[src/rtl/prim_secded_pkg.sv]
`default_nettype none
// ============================================================================
// Module      : prim_secded_pkg
// Description : Shared 72/64 SECDED constants (H-matrix columns and widths)
//               used by the encoder and by the decoder syndrome logic.
// Revision    : 1.0  initial release
// ============================================================================
package prim_secded_pkg;

    localparam int SECDED_DATA_W  = 64;
    localparam int SECDED_CHECK_W = 8;
    localparam int SECDED_CODE_W  = SECDED_DATA_W + SECDED_CHECK_W;

    // Columns 0..55 are every weight-3 byte in lexicographic order of set-bit
    // indices; 56..63 are weight-5 columns so every column stays odd weight.
    localparam logic [SECDED_CHECK_W-1:0] SECDED_72_64_H [SECDED_DATA_W] = '{
        8'h07, 8'h0b, 8'h13, 8'h23, 8'h43, 8'h83,
        8'h0d, 8'h15, 8'h25, 8'h45, 8'h85,
        8'h19, 8'h29, 8'h49, 8'h89,
        8'h31, 8'h51, 8'h91,
        8'h61, 8'ha1,
        8'hc1,
        8'h0e, 8'h16, 8'h26, 8'h46, 8'h86,
        8'h1a, 8'h2a, 8'h4a, 8'h8a,
        8'h32, 8'h52, 8'h92,
        8'h62, 8'ha2,
        8'hc2,
        8'h1c, 8'h2c, 8'h4c, 8'h8c,
        8'h34, 8'h54, 8'h94,
        8'h64, 8'ha4,
        8'hc4,
        8'h38, 8'h58, 8'h98,
        8'h68, 8'ha8,
        8'hc8,
        8'h70, 8'hb0,
        8'hd0,
        8'he0,
        8'h7c, 8'had, 8'h9b, 8'h76, 8'he6, 8'h79, 8'hd3, 8'h8f
    };

endpackage
`default_nettype wire

[src/rtl/prim_secded_72_64_enc.sv]
`default_nettype none
// ============================================================================
// Module      : prim_secded_72_64_enc
// Description : Combinational 72/64 SECDED encoder, {check, data} output.
// Revision    : 1.0  initial release
// ============================================================================
module prim_secded_72_64_enc
    import prim_secded_pkg::*;
(
    input  logic [SECDED_DATA_W-1:0] i_data,
    output logic [SECDED_CODE_W-1:0] o_codeword
);

    logic [SECDED_CHECK_W-1:0] w_check;

    always_comb begin
        w_check = '0;
        for (int i = 0; i < SECDED_DATA_W; i++) begin
            for (int j = 0; j < SECDED_CHECK_W; j++) begin
                w_check[j] = w_check[j] ^ (i_data[i] & SECDED_72_64_H[i][j]);
            end
        end
    end

    assign o_codeword = {w_check, i_data};

endmodule
`default_nettype wire

[src/rtl/prim_secded_72_64_enc_pipe.sv]
`default_nettype none
// ============================================================================
// Module      : prim_secded_72_64_enc_pipe
// Description : Registered 72/64 SECDED encoder stage with valid/ready,
//               one-shot error injection and a saturating beat counter.
// Revision    : 1.0  initial release
// ============================================================================
module prim_secded_72_64_enc_pipe
    import prim_secded_pkg::*;
#(
    parameter int CNT_W = 16
) (
    input  logic                     clk_i,
    input  logic                     rst_i,
    input  logic                     in_valid_i,
    output logic                     in_ready_o,
    input  logic [SECDED_DATA_W-1:0] in_data_i,
    output logic                     out_valid_o,
    input  logic                     out_ready_i,
    output logic [SECDED_CODE_W-1:0] out_data_o,
    input  logic                     inj_arm_i,
    input  logic [SECDED_CODE_W-1:0] inj_mask_i,
    output logic                     inj_pending_o,
    output logic                     inj_done_o,
    output logic [CNT_W-1:0]         enc_cnt_o
);

    localparam logic [CNT_W-1:0] c_cnt_max = '1;

    logic                     r_out_valid;
    logic [SECDED_CODE_W-1:0] r_out_data;
    logic                     r_inj_pending;
    logic [SECDED_CODE_W-1:0] r_inj_mask;
    logic                     r_inj_done;
    logic [CNT_W-1:0]         r_enc_cnt;

    logic                     w_accept;
    logic [SECDED_CODE_W-1:0] w_codeword;
    logic [SECDED_CODE_W-1:0] w_applied_mask;

    prim_secded_72_64_enc u_enc (
        .i_data     (in_data_i),
        .o_codeword (w_codeword)
    );

    assign in_ready_o     = !r_out_valid | out_ready_i;
    assign w_accept       = in_valid_i & in_ready_o;
    assign w_applied_mask = r_inj_pending ? r_inj_mask : '0;

    always_ff @(posedge clk_i) begin
        if (rst_i) begin
            r_out_valid   <= 1'b0;
            r_out_data    <= '0;
            r_inj_pending <= 1'b0;
            r_inj_mask    <= '0;
            r_inj_done    <= 1'b0;
            r_enc_cnt     <= '0;
        end else begin
            if (w_accept) begin
                r_out_data  <= w_codeword ^ w_applied_mask;
                r_out_valid <= 1'b1;
            end else if (out_ready_i) begin
                r_out_valid <= 1'b0;
            end

            // A fresh arm wins over consumption so a mask armed alongside the
            // consuming beat survives for the following beat.
            if (inj_arm_i) begin
                r_inj_pending <= 1'b1;
                r_inj_mask    <= inj_mask_i;
            end else if (w_accept && r_inj_pending) begin
                r_inj_pending <= 1'b0;
            end
            r_inj_done <= w_accept & r_inj_pending;

            if (w_accept && (r_enc_cnt != c_cnt_max)) begin
                r_enc_cnt <= r_enc_cnt + 1'b1;
            end
        end
    end

    assign out_valid_o   = r_out_valid;
    assign out_data_o    = r_out_data;
    assign inj_pending_o = r_inj_pending;
    assign inj_done_o    = r_inj_done;
    assign enc_cnt_o     = r_enc_cnt;

endmodule
`default_nettype wire
[config.mk]
export PLATFORM = sky130hd
export DESIGN_NAME = prim_secded_72_64_enc_pipe
export DESIGN_NICKNAME = d
export VERILOG_FILES = /design/src/rtl/prim_secded_pkg.sv /design/src/rtl/prim_secded_72_64_enc.sv /design/src/rtl/prim_secded_72_64_enc_pipe.sv
export SDC_FILE = /design/constraint.sdc
export NUM_CORES = 1
export LEC_CHECK = 0
export CORE_MARGIN = 1.5
export CORE_UTILIZATION = 49
export CTS_BUF_LIST = sky130_fd_sc_hd__clkbuf_8
export DETAILED_ROUTE_END_ITERATION = 12
export GPL_ROUTABILITY_DRIVEN = 1
export PLACE_DENSITY = 0.82
export SLEW_MARGIN = 10
export SYNTH_ARGS = -nofsm -noshare
export SYNTH_HDL_FRONTEND = slang
export SYNTH_SLANG_ARGS = --single-unit
[constraint.sdc]
create_clock -name clk_i -period 2.43 [get_ports clk_i]
set_clock_uncertainty 0.15 [all_clocks]
set_input_delay 0.243 -clock clk_i [delete_from_list [all_inputs] [get_ports clk_i]]
set_output_delay 0.243 -clock clk_i [all_outputs]
set_load 0.03 [all_outputs]
Word-level counts from Yosys, hierarchy flattened
Index checks and enable logic that the tools add are counted.
{"block": "classes", "addsub": 1, "multipliers": 0, "div_mod_pow": 0, "magnitude_cmp": 0, "eq_ne": 1, "shifts": 0, "n_mux": 5, "bitwise": 199, "reduce_logical": 5}
{"op": "$xor A1 B1 Y1", "count": 195}
{"op": "$mux W72", "count": 1}
{"op": "$xor A72 B72 Y72", "count": 1}
{"op": "$add A16 B1 Y16 const B", "count": 1}
{"op": "$ne A16 B16 Y1 const B", "count": 1}
{"op": "$mux W1", "count": 4}
{"op": "$reduce_bool A2 Y1", "count": 2}
{"op": "$and A1 B1 Y1", "count": 2}
{"op": "$logic_and A1 B1 Y1", "count": 2}
{"op": "$logic_not A1 Y1", "count": 1}
{"op": "$or A1 B1 Y1", "count": 1}
{"block": "totals", "regBits": 163, "latch_bits": 0, "ram_bits": 0, "mem_bits_ro": 0, "in_bits": 141, "output_inout_bits": 92, "elab_cells": 217, "memories": 0}

Longest topological paths before layout
Gate-level depths: netlist of run 1.
{"block": "logic_depth", "depth_word": 26, "mapped_depth": 7, "depth_no_buf": 6}

Hierarchy
Synthesis of run 1 repeated with hierarchy kept, for this count alone.
{"block": "unflattened", "hier_cells": 914, "area_unflattened_um2": 8609.5}
{"module": "prim_secded_72_64_enc_pipe", "n_inst": 1, "cells_each": 733, "area_each_um2": 6806.5, "seq_area_each_um2": 3263.1}
{"module": "prim_secded_72_64_enc", "n_inst": 1, "cells_each": 181, "area_each_um2": 1803.0, "seq_area_each_um2": 0.0}

Least setup slack after synthesis of run 1
Ideal clock, no wire load.
{"block": "synth_timing", "path_kind": "register -> register", "startpoint": "register r_out_valid (netlist: out_valid_o)", "endpoint": "register r_out_data[0] (netlist: out_data_o[0])", "setup_ns": 0.086, "arrival_time_ns": 1.906, "required_time_ns": 2.194, "slack_ns": 0.289, "path_stages_with_launch": 8, "path_buffers": 3, "period_less_slack_ns": 2.141, "cell_sequence": "dfxtp_1 -> nand2b_1 -> and2_1 -> clkbuf_1 -> clkbuf_1 -> clkbuf_1 -> nor2_1 -> a211oi_1"}
{"block": "synth_between", "elab_chain_len": 3}
{"item": "start: declaration", "line_no": "prim_secded_72_64_enc_pipe.sv:30", "source": "logic r_out_valid;"}
{"item": "start signal: assignment", "line_no": "prim_secded_72_64_enc_pipe.sv:52", "source": "r_out_valid <= 1'b0;"}
{"item": "start signal: assignment", "line_no": "prim_secded_72_64_enc_pipe.sv:61", "source": "r_out_valid <= 1'b1;"}
{"item": "start signal: assignment", "line_no": "prim_secded_72_64_enc_pipe.sv:63", "source": "r_out_valid <= 1'b0;"}
{"item": "$logic_not A1 Y1", "line_no": "prim_secded_72_64_enc_pipe.sv:46", "source": "assign in_ready_o = !r_out_valid | out_ready_i;"}
{"item": "$or A1 B1 Y1", "line_no": "prim_secded_72_64_enc_pipe.sv:46"}
{"item": "named net in_ready_o", "line_no": "prim_secded_72_64_enc_pipe.sv:16", "source": "output logic in_ready_o,"}
{"item": "$and A1 B1 Y1", "line_no": "prim_secded_72_64_enc_pipe.sv:47", "source": "assign w_accept = in_valid_i & in_ready_o;"}
{"item": "end signal: assignment", "line_no": "prim_secded_72_64_enc_pipe.sv:60", "source": "r_out_data <= w_codeword ^ w_applied_mask;"}
{"item": "end: declaration", "line_no": "prim_secded_72_64_enc_pipe.sv:31", "source": "logic [SECDED_CODE_W-1:0] r_out_data;"}
The timed path passes the listed nets, and every way through them passes these cells.
A chain may end at the register's enable or synchronous reset.

Worst setup path in the final report of run 1
{"block": "layout_timing", "startpoint": "input in_data_i[20]", "endpoint": "register r_out_data[71] (netlist: out_data_o[71])"}
{"block": "layout_between", "elab_chain_len": 22}
{"item": "start: declaration", "line_no": "prim_secded_72_64_enc_pipe.sv:17", "source": "input logic [SECDED_DATA_W-1:0] in_data_i,"}
{"item": "$xor A1 B1 Y1 (21 in series)", "line_no": "prim_secded_72_64_enc.sv:20", "source": "w_check[j] = w_check[j] ^ (i_data[i] & SECDED_72_64_H[i][j]);"}
{"item": "$xor A72 B72 Y72", "line_no": "prim_secded_72_64_enc_pipe.sv:60"}
No other way between the ends.

==> results.json, run 1 <==
{
  "status": "finished clean",
  "drive_gt1_share_pct": 8.51,
  "nNetsFinal": 1245,
  "synth_most_common_cell": "dfxtp_1",
  "drv_slew": 0,
  "crit_fanout": 2,
  "fmax_ghz": 0.440,
  "n_antenna_cell": 0,
  "port_buffers": 232,
  "netSwitchingFraction_pct": 30.5,
  "hpwl_um": 17200,
  "yosys.area.top_type": "dfxtp_1",
  "required_ps": 2620,
  "coreArea_mm2": 0.0159,
  "syn_nets": 982,
  "synth_xor_area_share_pct": 26.1,
  "initialDrtViolationCount": 282,
  "cts_resized": 0,
  "synth-simple-area-share_pct": 14.2,
  "stdcell_count": 1332,
  "ios": 233,
  "clk_pin_slew_ps": 80,
  "synth_top_family_by_area": "XOR/XNOR gates",
  "vdd_ir_drop_max_v": 0.000496,
  "start_util_pct": 50.1,
  "arrival_ps": 2470,
  "crit_path_start_kind": "primary input",
  "synth_compound_area_share_pct": 6.77,
  "worstSkewPairLatency_ps": 440,
  "ys_ff_latch": 163,
  "synthTopCellsByCount": "dfxtp_1 (163), nor2_1 (156), nand2_1 (91)",
  "grt_pass1_vias": 6617,
  "max-cap-violations": 0,
  "routed_via_density": 5.02,
  "yosys_warnings": 0,
  "antenna_found_initial": 0,
  "synthMuxAreaShare_pct": 9.19,
  "cts_tree": "built",
  "relSlewSlack_pct": 60.6,
  "die_x_um": 130,
  "vias": 6689,
  "track_usage_pct": 27.3,
  "dieArea_mm2": 0.0170,
  "grt_max_degree": 74,
  "cts_setup_buffers": 0,
  "die_h_um": 130,
  "hold_viol_final": 0,
  "drc": 0,
  "p_switching_mw": 2.23,
  "fin_crit_sh_pct": 93.5,
  "avgRoutedWirePerCell_um": 17.1,
  "synth.cell_area_mm2": 0.00795,
  "grt_overflow": 0,
  "drtPass1Iterations": 4,
  "synth_top_cell_area_share_pct": 41.0,
  "fin_util_pct": 70.8,
  "ctsHoldBuffers": 0,
  "hold_class": "in2reg",
  "antenna_left": 0,
  "synthAdderAreaFrac_pct": 0.157,
  "clock_sinks": 163,
  "h-tree-depth": 4,
  "netlist_instances": 840,
  "gp_congestion": 0.853,
  "intPower_mw": 5.06,
  "leakage_nw": 4.56,
  "final_cell_area_mm2": 0.0112,
  "num_rows": 46,
  "grt_first_pass_wirelength_um": 34900,
  "cts.path.max_buffers": 2,
  "ys_seq_area_share_pct": 41.0,
  "syn_to_final_growth_pct": 41.4,
  "syn_avg_cell_area_um2": 9.47,
  "cts-root-buf": "clkbuf_8",
  "place_inst": 1300,
  "path_class": "in2reg",
  "max_stage_delay_ps": 530,
  "worstPathBufferInverterCount": 1,
  "combPwrFrac_pct": 33.1,
  "multi_input_area_mm2": 0.00449,
  "fillCellCount": 1251,
  "crit_path_cell_trace": "clkdlybuf4s50_1 > xnor3_1 > xor2_1 > xnor3_1 > xnor3_1 > o21ai_1 > and2b_1",
  "synth_cell_types": 30,
  "tightestPinTransition_ps": 591,
  "seqPwrFrac_pct": 41.2,
  "synth-edff-count": 0,
  "rsz0062_at_grt": "no",
  "async_flop_share_pct": 0,
  "netlist_top_cells_area": "dfxtp_1 (41%), xnor2_1 (9.6%), xor2_1 (9.5%)",
  "seq_area_mm2": 0.00326,
  "cts_buffers": 17,
  "finalSetupViolCount": 0,
  "cpMostUsedCell": "xnor3_1",
  "p_clk_share_pct": 25.7,
  "post_dp_cell_area_mm2": 0.0109,
  "synth_top_flop_cell": "dfxtp_1",
  "power.density_mw_per_mm2": 648,
  "cp-end-kind": "register",
  "min_period_ps": 2270,
  "totalWireLength_um": 22800,
  "path_delay_family": "XOR/XNOR gates",
  "cp_slowest_cell": "clkdlybuf4s50_1"
}
[metal layers]
layer  global-route usage (%)  vias up  part of all wire (%)
li1                         -     3312                     -
met1                     33.6     3118                    41
met2                     45.7      224                    48
met3                     7.45       35                   7.8
met4                     10.5        0                   2.7
met5                        0        -                     0
[worst paths after layout]
kind | from | to | slack (ps) | cells after the start
worst min register to register | out_data_o[65]$_SDFFE_PP0P_ | out_data_o[65]$_SDFFE_PP0P_ | 310 | 2
worst max register to register | enc_cnt_o[2]$_SDFFE_PP0P_ | enc_cnt_o[14]$_SDFFE_PP0P_ | 350 | 6
worst max-delay path | in_data_i[20] | out_data_o[71]$_SDFFE_PP0P_ | 160 | 7
worst min-delay path | rst_i | r_inj_mask[57]$_SDFFE_PP0P_ | 110 | 2
[through the flow]
step / TNS [ps] / power, mW / worst slack, ps / hold slack [ps]
after floorplan: 0 / 4.53 / 289 / 222
after global placement: -322 / 5.43 / -282 / 292
after detailed placement: -618 / 5.48 / -314 / 300
after CTS: 0 / 7.33 / 160 / 98.0
after global routing: 0 / 7.64 / 83.0 / 105
final: 0 / 7.29 / 158 / 107
[cell families after synthesis]
group	after synthesis
and+or+nand+nor	277
xor gates and xnor gates	198
DFF	163
AOI/OAI and AO/OA	75
muxes	73
buffers and inverters	53
adders and majority gates	1
[state kept, by name (all words and copies together) (netlist names)]
name and flops:
inj_done_o 1, enc_cnt_o 16, r_inj_mask 72, inj_pending_o 1
out_data_o 72, out_valid_o 1
[worst reg2reg max path, cell delays in order (launching register included)]
cell and delay [ps]:
dfxtp_1 430, and4_1 230, and2_0 260, nor4b_1 500
nand3_1 180, xor2_1 170, nor2_1 50
[power groups by stage]
stage	clock network (mW)	logic, mW	registers, mW
after global routing	2.02	2.59	3.03
final	1.87	2.41	3.01
after detailed placement	0	2.41	3.07
after global placement	0	2.37	3.06
after CTS	1.89	2.43	3.01
after floorplan	0	1.20	3.33
[final cells by class]
cell class                 instances  area share (%)
clock inverter                    12           0.812
timing repair buffer             295            25.3
inverter                           2          0.0668
multi-input combinational        624            40.0
clock buffer                      20            2.45
tap                              216            2.40
sequential                       163            29.0
[placed cells by master (no fill, tap or decap), types with 3 or more instances in the layout]
cell type and instances:
a21oi_1 8, xnor2_1 87, buf_12 4, mux2i_1 73, buf_4 61, a211oi_1 64
clkinv_2 3, clkinvlp_4 3, dfxtp_1 162, nand4_1 5, nor2_1 156, nand3b_1 3
nand3_1 4, and4_1 5, xor2_1 86, clkdlybuf4s50_1 230, xnor3_1 24, inv_1 6
nand2_1 91, clkbuf_8 20, and3_1 4
(Power assumes the default switching activity.)
==> run 2: changes to the inputs <==
- CELL_PAD_IN_SITES_DETAIL_PLACEMENT: default -> 0
- CELL_PAD_IN_SITES_GLOBAL_PLACEMENT: default -> 1
- CORE_UTILIZATION: 49 -> 38
- PLACE_DENSITY: 0.82 -> default
- PLACE_DENSITY_LB_ADDON: default -> 0.1
- SYNTH_HIERARCHICAL: default -> 1
==> run 2 against run 1 <==
Count of clock-buffer cells in the layout shrank 3; fmax grew 0.26%; largest cell class unchanged; routed wire length grew 7.7%; critical path depth is the same; final cell count grew 7.5%; synthesized area grew 8.3%; non-clock buffer count grew 27.
==> results.json, run 2 <==
{
  "cts-root-buf": "clkbuf_8",
  "hold_viol_final": 0,
  "syn_avg_cell_area_um2": 9.42,
  "arrival_ps": 2480,
  "hold_class": "in2reg",
  "path_class": "in2reg",
  "synth-edff-count": 0,
  "required_ps": 2640,
  "ios": 233,
  "fin_util_pct": 53.2,
  "grt_overflow": 0,
  "clk_pin_slew_ps": 100,
  "h-tree-depth": 4,
  "cts.path.max_buffers": 2,
  "start_util_pct": 39.1,
  "syn_nets": 1056,
  "netlist_instances": 914,
  "stdcell_count": 1432,
  "finalSetupViolCount": 0,
  "tns_ps": 0,
  "top_layer_used": "met4",
  "synth_most_common_cell": "dfxtp_1",
  "drv_slew": 0,
  "final_cell_mix": "clkdlybuf4s50_1 (230), dfxtp_1 (162), nor2_1 (147), xor2_1 (88), buf_4 (85)",
  "async_flop_share_pct": 0,
  "final_common_cell": "clkdlybuf4s50_1",
  "totalWireLength_um": 24600,
  "leakage_nw": 4.66,
  "wl_met3_um": 1450,
  "rsz0062_at_grt": "no",
  "n_antenna_cell": 0,
  "synth.cell_area_mm2": 0.00861,
  "hpwl_um": 18100,
  "drive_gt1_share_pct": 12.1,
  "grt_max_degree": 83,
  "gp_congestion": 0.852,
  "ys_ff_latch": 163,
  "cts_setup_buffers": 0,
  "dieArea_mm2": 0.0236,
  "synthTopCellsByCount": "dfxtp_1 (163), nor2_1 (147), xor2_1 (88)",
  "max-cap-violations": 0,
  "netlist_top_cells_area": "dfxtp_1 (38%), xor2_1 (9.0%), mux2i_1 (8.5%)",
  "ys_seq_area_share_pct": 37.9,
  "antenna_left": 0,
  "track_usage_pct": 21.2,
  "crit_path_start_kind": "primary input",
  "crit_fanout": 2,
  "drc": 0,
  "min_period_ps": 2270,
  "grt_first_pass_wirelength_um": 38000,
  "die_h_um": 154,
  "synth_top_cell_area_share_pct": 37.9,
  "relSlewSlack_pct": 61.5,
  "coreArea_mm2": 0.0220,
  "status": "finished clean",
  "synth_cell_types": 39,
  "ctsHoldBuffers": 0,
  "routed_via_density": 4.72,
  "antenna_found_initial": 0,
  "drtPass1Iterations": 4,
  "grt_pass1_vias": 6578,
  "syn_to_final_growth_pct": 36.2,
  "die_x_um": 154,
  "initialDrtViolationCount": 236,
  "cts_buffers": 17,
  "fmax_ghz": 0.441,
  "synth_top_flop_cell": "dfxtp_1",
  "cts_resized": 0,
  "power.density_mw_per_mm2": 642,
  "yosys_warnings": 6,
  "fin_crit_sh_pct": 93.3,
  "wl_met2_um": 11100,
  "vias": 6755,
  "vdd_ir_drop_max_v": 0.000364,
  "port_buffers": 232,
  "num_rows": 54,
  "cp-end-kind": "register",
  "design_power_total_mw": 7.53,
  "wl_met1_um": 11700,
  "cts_tree": "built",
  "tightestPinTransition_ps": 577,
  "nNetsFinal": 1281,
  "yosys.area.top_type": "dfxtp_1",
  "clock_sinks": 163,
  "place_inst": 1400,
  "worstSkewPairLatency_ps": 460,
  "avgRoutedWirePerCell_um": 17.2
}
==> run 2: cell type report <==
type                    instances  area, um^2
fillers                      2115       10300
multi-input cells             632        4620
repair buffers                322        3080
well taps                     280         350
clock buffers                  17         234
flip-flops and latches        163        3260
inverters                       3        11.3
clock inverters                15         170
==> run 2: worst paths after layout <==
check,startpoint,end,slack (ps),depth (start not counted)
worst min register to register,r_inj_mask[24]$_SDFFE_PP0P_,r_inj_mask[24]$_SDFFE_PP0P_,350,2
worst max register to register,enc_cnt_o[0]$_SDFFE_PP0P_,enc_cnt_o[3]$_SDFFE_PP0P_,540,5
worst min-delay path,rst_i,r_inj_mask[57]$_SDFFE_PP0P_,70,2
worst max-delay path,in_data_i[40],out_data_o[66]$_SDFFE_PP0P_,160,7
==> run 2: power by group <==
part	internal, mW	switching, mW	total [mW]
registers	2.87	0.110	2.98
clock network	0.943	1.13	2.07
logic	1.35	1.13	2.48
==> run 2: critical path: stages <==
cell	delay, ps
clkdlybuf4s50_1	500
xnor3_2	490
xnor2_2	260
xnor3_1	450
xnor2_1	150
xor2_1	160
a211oi_1	230
==> run 2: stage by stage <==
stage	hold slack [ps]	setup WS (ps)	cell area, um^2
after floorplan	220	417	8610
after global routing	51.9	87.7	11700
final	73.3	164	11700
after CTS	42.9	187	11700
after detailed placement	332	-288	11300
after global placement	323	-273	11300
==> run 2: cells by family after synthesis <==
kind of cell | count (synthesis) | synth area share, %
multiplexers | 73 | 8.49
adder cells (fa/ha/maj) | 1 | 0.145
XOR/XNOR | 189 | 22.7
AO/OA/AOI/OAI | 102 | 8.39
flip-flops | 163 | 37.9
AND/OR/NAND/NOR | 267 | 13.9
buffers and inverters | 119 | 8.50
==> run 2: routing by layer <==
layer	global-route usage, %	vias to the layer above
met5	0	-
met4	6.10	0
met3	5.50	19
met2	32.8	156
met1	29.0	3098
li1	-	3482
==> run 3: changes to the inputs <==
- CTS_CLUSTER_SIZE: default -> 12
- GPL_ROUTABILITY_DRIVEN: 1 -> 0
==> results of run 3 <==
No change in the layout: final DEF, timing and power equal those of run 2.
